**src/rtl/pong_pkg.sv**
```systemverilog
// Shared constants and types for the pong VGA pipeline.
package pong_pkg;

  localparam int H_ACTIVE   = 640;
  localparam int V_ACTIVE   = 480;
  localparam int CHAR_PITCH = 31;

  // End-of-game banner sequencer states.
  typedef enum logic [1:0] {
    IDLE  = 2'd0,
    DROP  = 2'd1,
    BLINK = 2'd2,
    CLEAR = 2'd3
  } endgame_state_e;

endpackage

```
**src/rtl/endgame_banner_if.sv**
```systemverilog
// Handshake/pixel bundle between game logic, scan timing and the banner sequencer.
interface endgame_banner_if;

  logic       frame_tick;
  logic       game_over;
  logic       restart;
  logic [9:0] x;
  logic [9:0] y;
  logic       text_pixel;
  logic [9:0] start_x;
  logic [9:0] start_y;
  logic       banner_on;
  logic       busy;
  logic       new_game;

  // Driver side: game logic, scan counters and the glyph renderer.
  modport master (
    output frame_tick, game_over, restart, x, y, text_pixel,
    input  start_x, start_y, banner_on, busy, new_game
  );

  // Sequencer side.
  modport slave (
    input  frame_tick, game_over, restart, x, y, text_pixel,
    output start_x, start_y, banner_on, busy, new_game
  );

endinterface

```
**src/rtl/frame_divider.sv**
```systemverilog
// Counts frame ticks 0..N-1; wrap_o pulses combinationally on the tick that
// returns the count to 0. clear_i has priority over tick_i.
module frame_divider #(
  parameter int N = 30
) (
  input  logic clk,
  input  logic rst_n,
  input  logic clear_i,
  input  logic tick_i,
  output logic wrap_o
);

  localparam int           W    = (N > 1) ? $clog2(N) : 1;
  localparam logic [W-1:0] LAST = W'(N - 1);

  logic [W-1:0] count_q, count_d;

  assign wrap_o = tick_i && !clear_i && (count_q == LAST);

  // Next count: clear, advance on tick, or hold.
  always_comb begin
    count_d = count_q;
    if (clear_i) begin
      count_d = '0;
    end else if (tick_i) begin
      count_d = (count_q == LAST) ? '0 : count_q + 1'b1;
    end
  end

  // Count register.
  always_ff @(posedge clk or negedge rst_n) begin
    if (!rst_n) begin
      count_q <= '0;
    end else begin
      // NOTE: non-blocking so every register samples pre-edge values, whatever the block order.
      count_q <= count_d;
    end
  end

endmodule

```
**src/rtl/endgame_banner.sv**
```systemverilog
// End-of-game "END" banner sequencer: drops the banner to mid-screen one step
// per frame, blinks it, and hands a restart back to game logic.
module endgame_banner #(
  parameter int H_ACTIVE     = pong_pkg::H_ACTIVE,
  parameter int V_ACTIVE     = pong_pkg::V_ACTIVE,
  parameter int TEXT_W       = 3 * pong_pkg::CHAR_PITCH,
  parameter int TEXT_H       = 40,
  parameter int DROP_STEP    = 4,
  parameter int BLINK_FRAMES = 30
) (
  input logic              clk,
  input logic              rst_n,
  endgame_banner_if.slave  bus
);

  import pong_pkg::*;

  localparam logic [9:0]  START_X  = 10'((H_ACTIVE - TEXT_W) / 2);
  localparam logic [9:0]  Y_TARGET = 10'((V_ACTIVE - TEXT_H) / 2);
  localparam logic [10:0] STEP     = 11'(DROP_STEP);
  localparam logic [9:0]  H_LIM    = 10'(H_ACTIVE);
  localparam logic [9:0]  V_LIM    = 10'(V_ACTIVE);

  endgame_state_e state_q, state_d;
  logic [9:0]     start_y_q, start_y_d;
  logic           visible_q, visible_d;
  logic           banner_on_q, banner_on_d;
  logic           new_game;
  logic           blink_clear, blink_tick, blink_wrap;
  logic [10:0]    drop_sum;

  // 11-bit sum so a large step near the bottom cannot wrap past the target.
  assign drop_sum = {1'b0, start_y_q} + STEP;

  frame_divider #(.N(BLINK_FRAMES)) u_blink_div (
    .clk     (clk),
    .rst_n   (rst_n),
    .clear_i (blink_clear),
    .tick_i  (blink_tick),
    .wrap_o  (blink_wrap)
  );

  // Next-state, anchor, visibility and restart pulse.
  always_comb begin
    // NOTE: every output gets a default first so no path can infer a latch.
    state_d     = state_q;
    start_y_d   = start_y_q;
    visible_d   = visible_q;
    new_game    = 1'b0;
    blink_clear = 1'b0;
    blink_tick  = 1'b0;
    unique case (state_q)
      IDLE: begin
        blink_clear = 1'b1;
        if (bus.game_over) begin
          state_d   = DROP;
          start_y_d = '0;
          visible_d = 1'b1;
        end
      end
      DROP: begin
        // Holding the counter clear here guarantees BLINK starts from 0.
        blink_clear = 1'b1;
        if (bus.frame_tick) begin
          if (drop_sum >= {1'b0, Y_TARGET}) begin
            start_y_d = Y_TARGET;
            state_d   = BLINK;
            visible_d = 1'b1;
          end else begin
            start_y_d = drop_sum[9:0];
          end
        end
      end
      BLINK: begin
        // Restart beats a coincident tick; the blink counter stays frozen.
        if (bus.restart) begin
          state_d   = CLEAR;
          visible_d = 1'b0;
        end else if (bus.frame_tick) begin
          blink_tick = 1'b1;
          if (blink_wrap) begin
            visible_d = ~visible_q;
          end
        end
      end
      CLEAR: begin
        if (bus.frame_tick) begin
          new_game = 1'b1;
          state_d  = IDLE;
        end
      end
      default: state_d = IDLE;
    endcase
  end

  // Overlay gate uses next-state visibility so restart blanks the banner on
  // the very edge that accepts it; pixel latency from x/y/text_pixel stays one.
  always_comb begin
    banner_on_d = bus.text_pixel && visible_d &&
                  ((state_d == DROP) || (state_d == BLINK)) &&
                  (bus.x < H_LIM) && (bus.y < V_LIM);
  end

  // State, anchor, visibility and overlay registers.
  always_ff @(posedge clk or negedge rst_n) begin
    if (!rst_n) begin
      state_q     <= IDLE;
      start_y_q   <= '0;
      visible_q   <= 1'b0;
      banner_on_q <= 1'b0;
    end else begin
      state_q     <= state_d;
      start_y_q   <= start_y_d;
      visible_q   <= visible_d;
      banner_on_q <= banner_on_d;
    end
  end

  assign bus.start_x   = START_X;
  assign bus.start_y   = start_y_q;
  assign bus.banner_on = banner_on_q;
  assign bus.busy      = (state_q != IDLE);
  assign bus.new_game  = new_game;

endmodule

```
**src/flat_wrapper.sv**
```systemverilog
// flat-port wrapper written by rule: the top's interface ports become plain ports
module endgame_banner_flat import pong_pkg::*;
#(
  parameter int H_ACTIVE     = pong_pkg::H_ACTIVE,
  parameter int V_ACTIVE     = pong_pkg::V_ACTIVE,
  parameter int TEXT_W       = 3 * pong_pkg::CHAR_PITCH,
  parameter int TEXT_H       = 40,
  parameter int DROP_STEP    = 4,
  parameter int BLINK_FRAMES = 30
)
  (clk, rst_n, bus_frame_tick, bus_game_over, bus_restart, bus_x, bus_y, bus_text_pixel, bus_start_x, bus_start_y, bus_banner_on, bus_busy, bus_new_game);
  endgame_banner_if bus_i ();
  input logic clk;
  input logic rst_n;
  input wire logic [$bits(bus_i.frame_tick)-1:0] bus_frame_tick;
  input wire logic [$bits(bus_i.game_over)-1:0] bus_game_over;
  input wire logic [$bits(bus_i.restart)-1:0] bus_restart;
  input wire logic [$bits(bus_i.x)-1:0] bus_x;
  input wire logic [$bits(bus_i.y)-1:0] bus_y;
  input wire logic [$bits(bus_i.text_pixel)-1:0] bus_text_pixel;
  output wire logic [$bits(bus_i.start_x)-1:0] bus_start_x;
  output wire logic [$bits(bus_i.start_y)-1:0] bus_start_y;
  output wire logic [$bits(bus_i.banner_on)-1:0] bus_banner_on;
  output wire logic [$bits(bus_i.busy)-1:0] bus_busy;
  output wire logic [$bits(bus_i.new_game)-1:0] bus_new_game;
  assign bus_i.frame_tick = bus_frame_tick;
  assign bus_i.game_over = bus_game_over;
  assign bus_i.restart = bus_restart;
  assign bus_i.x = bus_x;
  assign bus_i.y = bus_y;
  assign bus_i.text_pixel = bus_text_pixel;
  assign bus_start_x = bus_i.start_x;
  assign bus_start_y = bus_i.start_y;
  assign bus_banner_on = bus_i.banner_on;
  assign bus_busy = bus_i.busy;
  assign bus_new_game = bus_i.new_game;
  endgame_banner #(.H_ACTIVE(H_ACTIVE), .V_ACTIVE(V_ACTIVE), .TEXT_W(TEXT_W), .TEXT_H(TEXT_H), .DROP_STEP(DROP_STEP), .BLINK_FRAMES(BLINK_FRAMES)) u_core (.clk(clk), .rst_n(rst_n), .bus(bus_i));
endmodule
```
**config.mk**
```make
export PLATFORM = sky130hd
export DESIGN_NAME = endgame_banner_flat
export DESIGN_NICKNAME = d
export VERILOG_FILES = /design/src/rtl/pong_pkg.sv /design/src/rtl/endgame_banner_if.sv /design/src/rtl/frame_divider.sv /design/src/rtl/endgame_banner.sv /design/src/flat_wrapper.sv
export SDC_FILE = /design/constraint.sdc
export NUM_CORES = 1
export LEC_CHECK = 0
export ABC_AREA = 1
export CAP_MARGIN = 20
export CELL_PAD_IN_SITES_DETAIL_PLACEMENT = 0
export CELL_PAD_IN_SITES_GLOBAL_PLACEMENT = 2
export CORE_MARGIN = 5
export CORE_UTILIZATION = 22
export CTS_BUF_LIST = sky130_fd_sc_hd__clkbuf_8
export DETAILED_ROUTE_END_ITERATION = 8
export PLACE_DENSITY_LB_ADDON = 0.1
export SLEW_MARGIN = 20
export SYNTH_ARGS = -nofsm -noshare
export SYNTH_HDL_FRONTEND = slang
export SYNTH_SLANG_ARGS = --single-unit
```
**constraint.sdc**
```tcl
create_clock -name clk -period 1.5 [get_ports clk]
set_input_delay 0.15 -clock clk [delete_from_list [all_inputs] [get_ports clk]]
set_output_delay 0.15 -clock clk [all_outputs]
set_load 0.01 [all_outputs]
```
==> run summary, run 1 <==
The distinct cell type count after synthesis is 31. The CTS clock-pin slew for the worst setup and hold paths is 0.07 ns. The most common cell in the netlist is sky130_fd_sc_hd__nand2_1.

The die footprint came out at 7260 sq um. The synthesized cell area is 1240 sq um. Broken down by cell family, the worst path's largest delay share belongs to simple AND/OR/NAND/NOR gates. The number of buffers created by CTS came out at 3. Of all nets on the critical path, the largest fanout is 5. In the synthesized netlist, the number of instances is 163. The checks that failed: negative setup slack.

The deepest level of the CTS H-tree came out at 1. The global-route wire length before repair is 5.38 mm. The clock latency at the later pin of the worst-skew pair came out at 0.25 ns. From synthesis to final layout, the design area changed by 53.1%. The number of max-slew violations in the final report is 0. The placeable core area came out at 5510 sq um. The critical path is of the flip-flop to flip-flop type. Of all flip-flops after synthesis, the portion carrying an async set or reset was 100%. The TritonCTS clock tree is done. The signal on the critical path passes through buf_6 > nand3_4 > buf_4 > nor3_4 > nor2_2 > nand3_2 > nand2_4 > nand2_4 > buf_4 > o211ai_1.

The count of endpoints failing hold in the final timing report was 0. The prevailing post-synth register cell is sky130_fd_sc_hd__dfrtp_1. The fill cell total of the finished layout came out at 600. The remaining design rule violation count is 0.

The via count of the first global-routing pass is 1,199. The run finished, with violations left. Static timing analysis puts the maximum clock frequency at 0.626 GHz. The overflow left after global routing came out at 0. The static leakage came out at 0.940 nW. The largest area contributor in the netlist is sky130_fd_sc_hd__dfrtp_1. The die extent in x came out at 85.2 um. The count of nets left with antenna violations once routing finished came out at 0. The routed design has 3.19 mm of wire.

The minimum setup slack in the final design is -0.0984 ns. The total vias in the final route is 1,151. Across every metal layer, demand over resource in global routing totals 9.23%. The average via count per standard cell came out at 4.01.

In this run the core area contains 27 standard-cell rows. The largest vdd supply drop is 0.360 mV. The worst clock skew on the final layout came out at 0.00126 ns.

The utilization of the core after routing came out at 34.6%. The effective utilization at floorplan came out at 22.6%. Ranked by instance count, the synthesized netlist is headed by 30 x sky130_fd_sc_hd__nand2_1, 23 x sky130_fd_sc_hd__inv_1, 17 x sky130_fd_sc_hd__dfrtp_1.

The share of synthesized area occupied by flip-flops and latches came out at 34.2%. The length of the first detailed-routing pass in iterations came out at 4. Detailed placement ended at an HPWL of 2.58 mm. The number of enable-type register cells in the synthesized netlist came out at 0. The number of top-level design ports came out at 49.

Sorting the synthesized cells by area gives the leading types as sky130_fd_sc_hd__dfrtp_1 34%, sky130_fd_sc_hd__nand2_1 9.0%, sky130_fd_sc_hd__buf_4 7.2%. The count of inserted antenna diode cells came out at 0. The total of endpoints with negative setup slack in the final report is 9.

The area share of the largest cell type after synthesis came out at 34.2%. The share of the clock period used by the worst path came out at 107%. The path class of the tightest hold or removal check is input pin to asynchronous set/reset pin. Max-cap violations in this run came to 0. CTS placed an instance of sky130_fd_sc_hd__clkbuf_8 at the clock tree root. Once layout is done, the placed cells without fillers occupy 1910 sq um. Setup repair after global routing could not meet its margin everywhere.

Dividing the detail-routed wire length by the instance count gives 11.1 um. The accumulated negative setup slack came out at -0.458 ns. STA classifies the critical path endpoint as a flip-flop.

The maximum root-to-sink buffer count is 2. The required time of the critical path came out at 1.63 ns. The worst stage delay on the critical path is 0.45 ns. The power density relative to cell area is 1150 nW/um^2. The final hold slack is 0.225 ns. The number of hold buffers added after CTS was 0. STA puts the critical path data arrival time at 1.73 ns. Entering global routing, the biggest net connects 18 pins. The cell with the largest stage delay on the worst path is sky130_fd_sc_hd__dfrtp_2. After the last flow step, the layout net total stands at 246. The number of sinks handled by clock tree synthesis is 17. The share of post-route cells with drive strength above 1 is 33.5%. The final critical delay including setup and external delays came out at 1.60 ns. The average cell area after synthesis came out at 7.64 sq um. The critical path contains buffers and inverters numbering 3 combined.

The yosys synthesis warning count came out at 0. The initial antenna violation count is 0. The violation count after the first detailed-routing iteration is 25. The worst setup path is launched from a flip-flop. The post-place instance area is 1710 sq um. The placer congestion estimate came out at 0.766. The die is 85.2 um tall. The post-synthesis register bit count came out at 17.

The port buffer count came out at 24.
-- layout by cell type, fill, tap and decap left out, drive strengths merged --
master	Yosys	routed
inv	25	27
and3	1	1
dlygate4sd2	0	4
o22ai	1	1
nand3	14	14
ha	4	4
o21ai	10	10
nor3	2	2
xor2	3	3
clkbuf	0	3
xnor2	1	1
nor2	19	19
conb	2	12
clkdlybuf4s50	0	19
dlymetal6s2s	0	1
dfrtp	17	17
o221ai	2	2
buf	13	27
nand2	39	39
nand4	1	1
a21oi	5	5
o211ai	1	1
o32ai	1	1
o21bai	1	1
-- worst reg2reg max path, delay by kind of cell (launching register included) --
kind                   cells  cell delay, ns
AND/OR/NAND/NOR            6            0.54
flip-flops                 1            0.45
AO/OA/AOI/OAI              1            0.07
buffers and inverters      3            0.41
-- through the flow --
stage	total power, mW	instances	setup slack (ns)
3_5_place_dp	1.67	280	-0.148
4_1_cts	2.11	286	-0.0998
6_report	2.18	287	-0.0984
2_1_floorplan	1.22	173	-0.0495
3_3_place_gp	1.66	280	-0.149
5_1_grt	2.38	287	-0.222
-- path summary, 6_finish.rpt --
check / slack, ns / startpoint / cells after the start / to
hold / removal: 0.23 / rst_n / 2 / u_core.u_blink_div.count_q[3]
max in group asynchronous: 1.06 / rst_n / 2 / u_core.bus.start_y[2]
hold reg to reg: 0.56 / u_core.bus.start_y[8] / 2 / u_core.bus.start_y[8]
setup reg to reg: -0.1 / u_core.bus.start_y[3] / 10 / u_core.bus.start_y[4]
min in group clk: 0.56 / u_core.bus.start_y[8] / 2 / u_core.bus.start_y[8]
setup / recovery: -0.1 / u_core.bus.start_y[3] / 10 / u_core.bus.start_y[4]
-- report_power, final --
group	total (mW)	internal, mW	switching, mW
clock network	0.338	0.181	0.157
registers	0.679	0.553	0.126
logic	1.17	0.574	0.592
-- per-layer routing --
metal | up-vias | track usage (%) | wire, um
met5 | - | 0 | 0
met1 | 525 | 10.6 | 1370
met2 | 27 | 16.6 | 1650
met4 | 0 | 4.32 | 32
li1 | 594 | - | -
met3 | 5 | 1.46 | 134
-- timing repair --
action,4_1_cts,5_1_grt
resized for setup,16,19
endpoints found under the hold margin,0,0
pin swaps,6,7
setup buffers,2,1
setup endpoints to repair,13,13
-- sequential cells by signal, summed over array words and instances (netlist names) --
register,cells
u_core.bus.banner_on,1
u_core.u_blink_div.count_q,5
u_core.state_q,2
u_core.visible_q,1
u_core.bus.start_y,8
-- cell type report --
cell class / instances / area, sq um / area share [%]
Timing Repair Buffer: 51 / 452 / 23.7
Tap cell: 72 / 90.1 / 4.73
Clock inverter: 1 / 3.75 / 0.197
Multi-Input combinational cell: 117 / 788 / 41.4
Sequential cell: 17 / 430 / 22.6
Clock buffer: 3 / 41.3 / 2.17
Inverter: 26 / 100 / 5.25
-- cell families (layout without fill, tap and decap cells) --
logic type / count (synthesis) / in the layout / share of synthesized area, %
other: 2 / 12 / 0.603
buffers and inverters: 39 / 81 / 15.5
and+or+nand+nor: 76 / 76 / 31.9
xor gates and xnor gates: 4 / 4 / 2.81
DFF: 17 / 17 / 34.2
adders and majority gates: 4 / 4 / 4.02
AOI/OAI and AO/OA: 21 / 21 / 11.1
(Power assumes the default switching activity.)
==> run 2, diff against run 1 <==
--- a/config.mk
+++ b/config.mk
@@ -12,6 +12,7 @@
 export CORE_MARGIN = 5
 export CORE_UTILIZATION = 22
 export CTS_BUF_LIST = sky130_fd_sc_hd__clkbuf_8
+export CTS_CLUSTER_DIAMETER = 120
 export DETAILED_ROUTE_END_ITERATION = 8
 export PLACE_DENSITY_LB_ADDON = 0.1
 export SLEW_MARGIN = 20
==> results of run 2 <==
Final layout, timing and power as in run 1 (identical DEF).
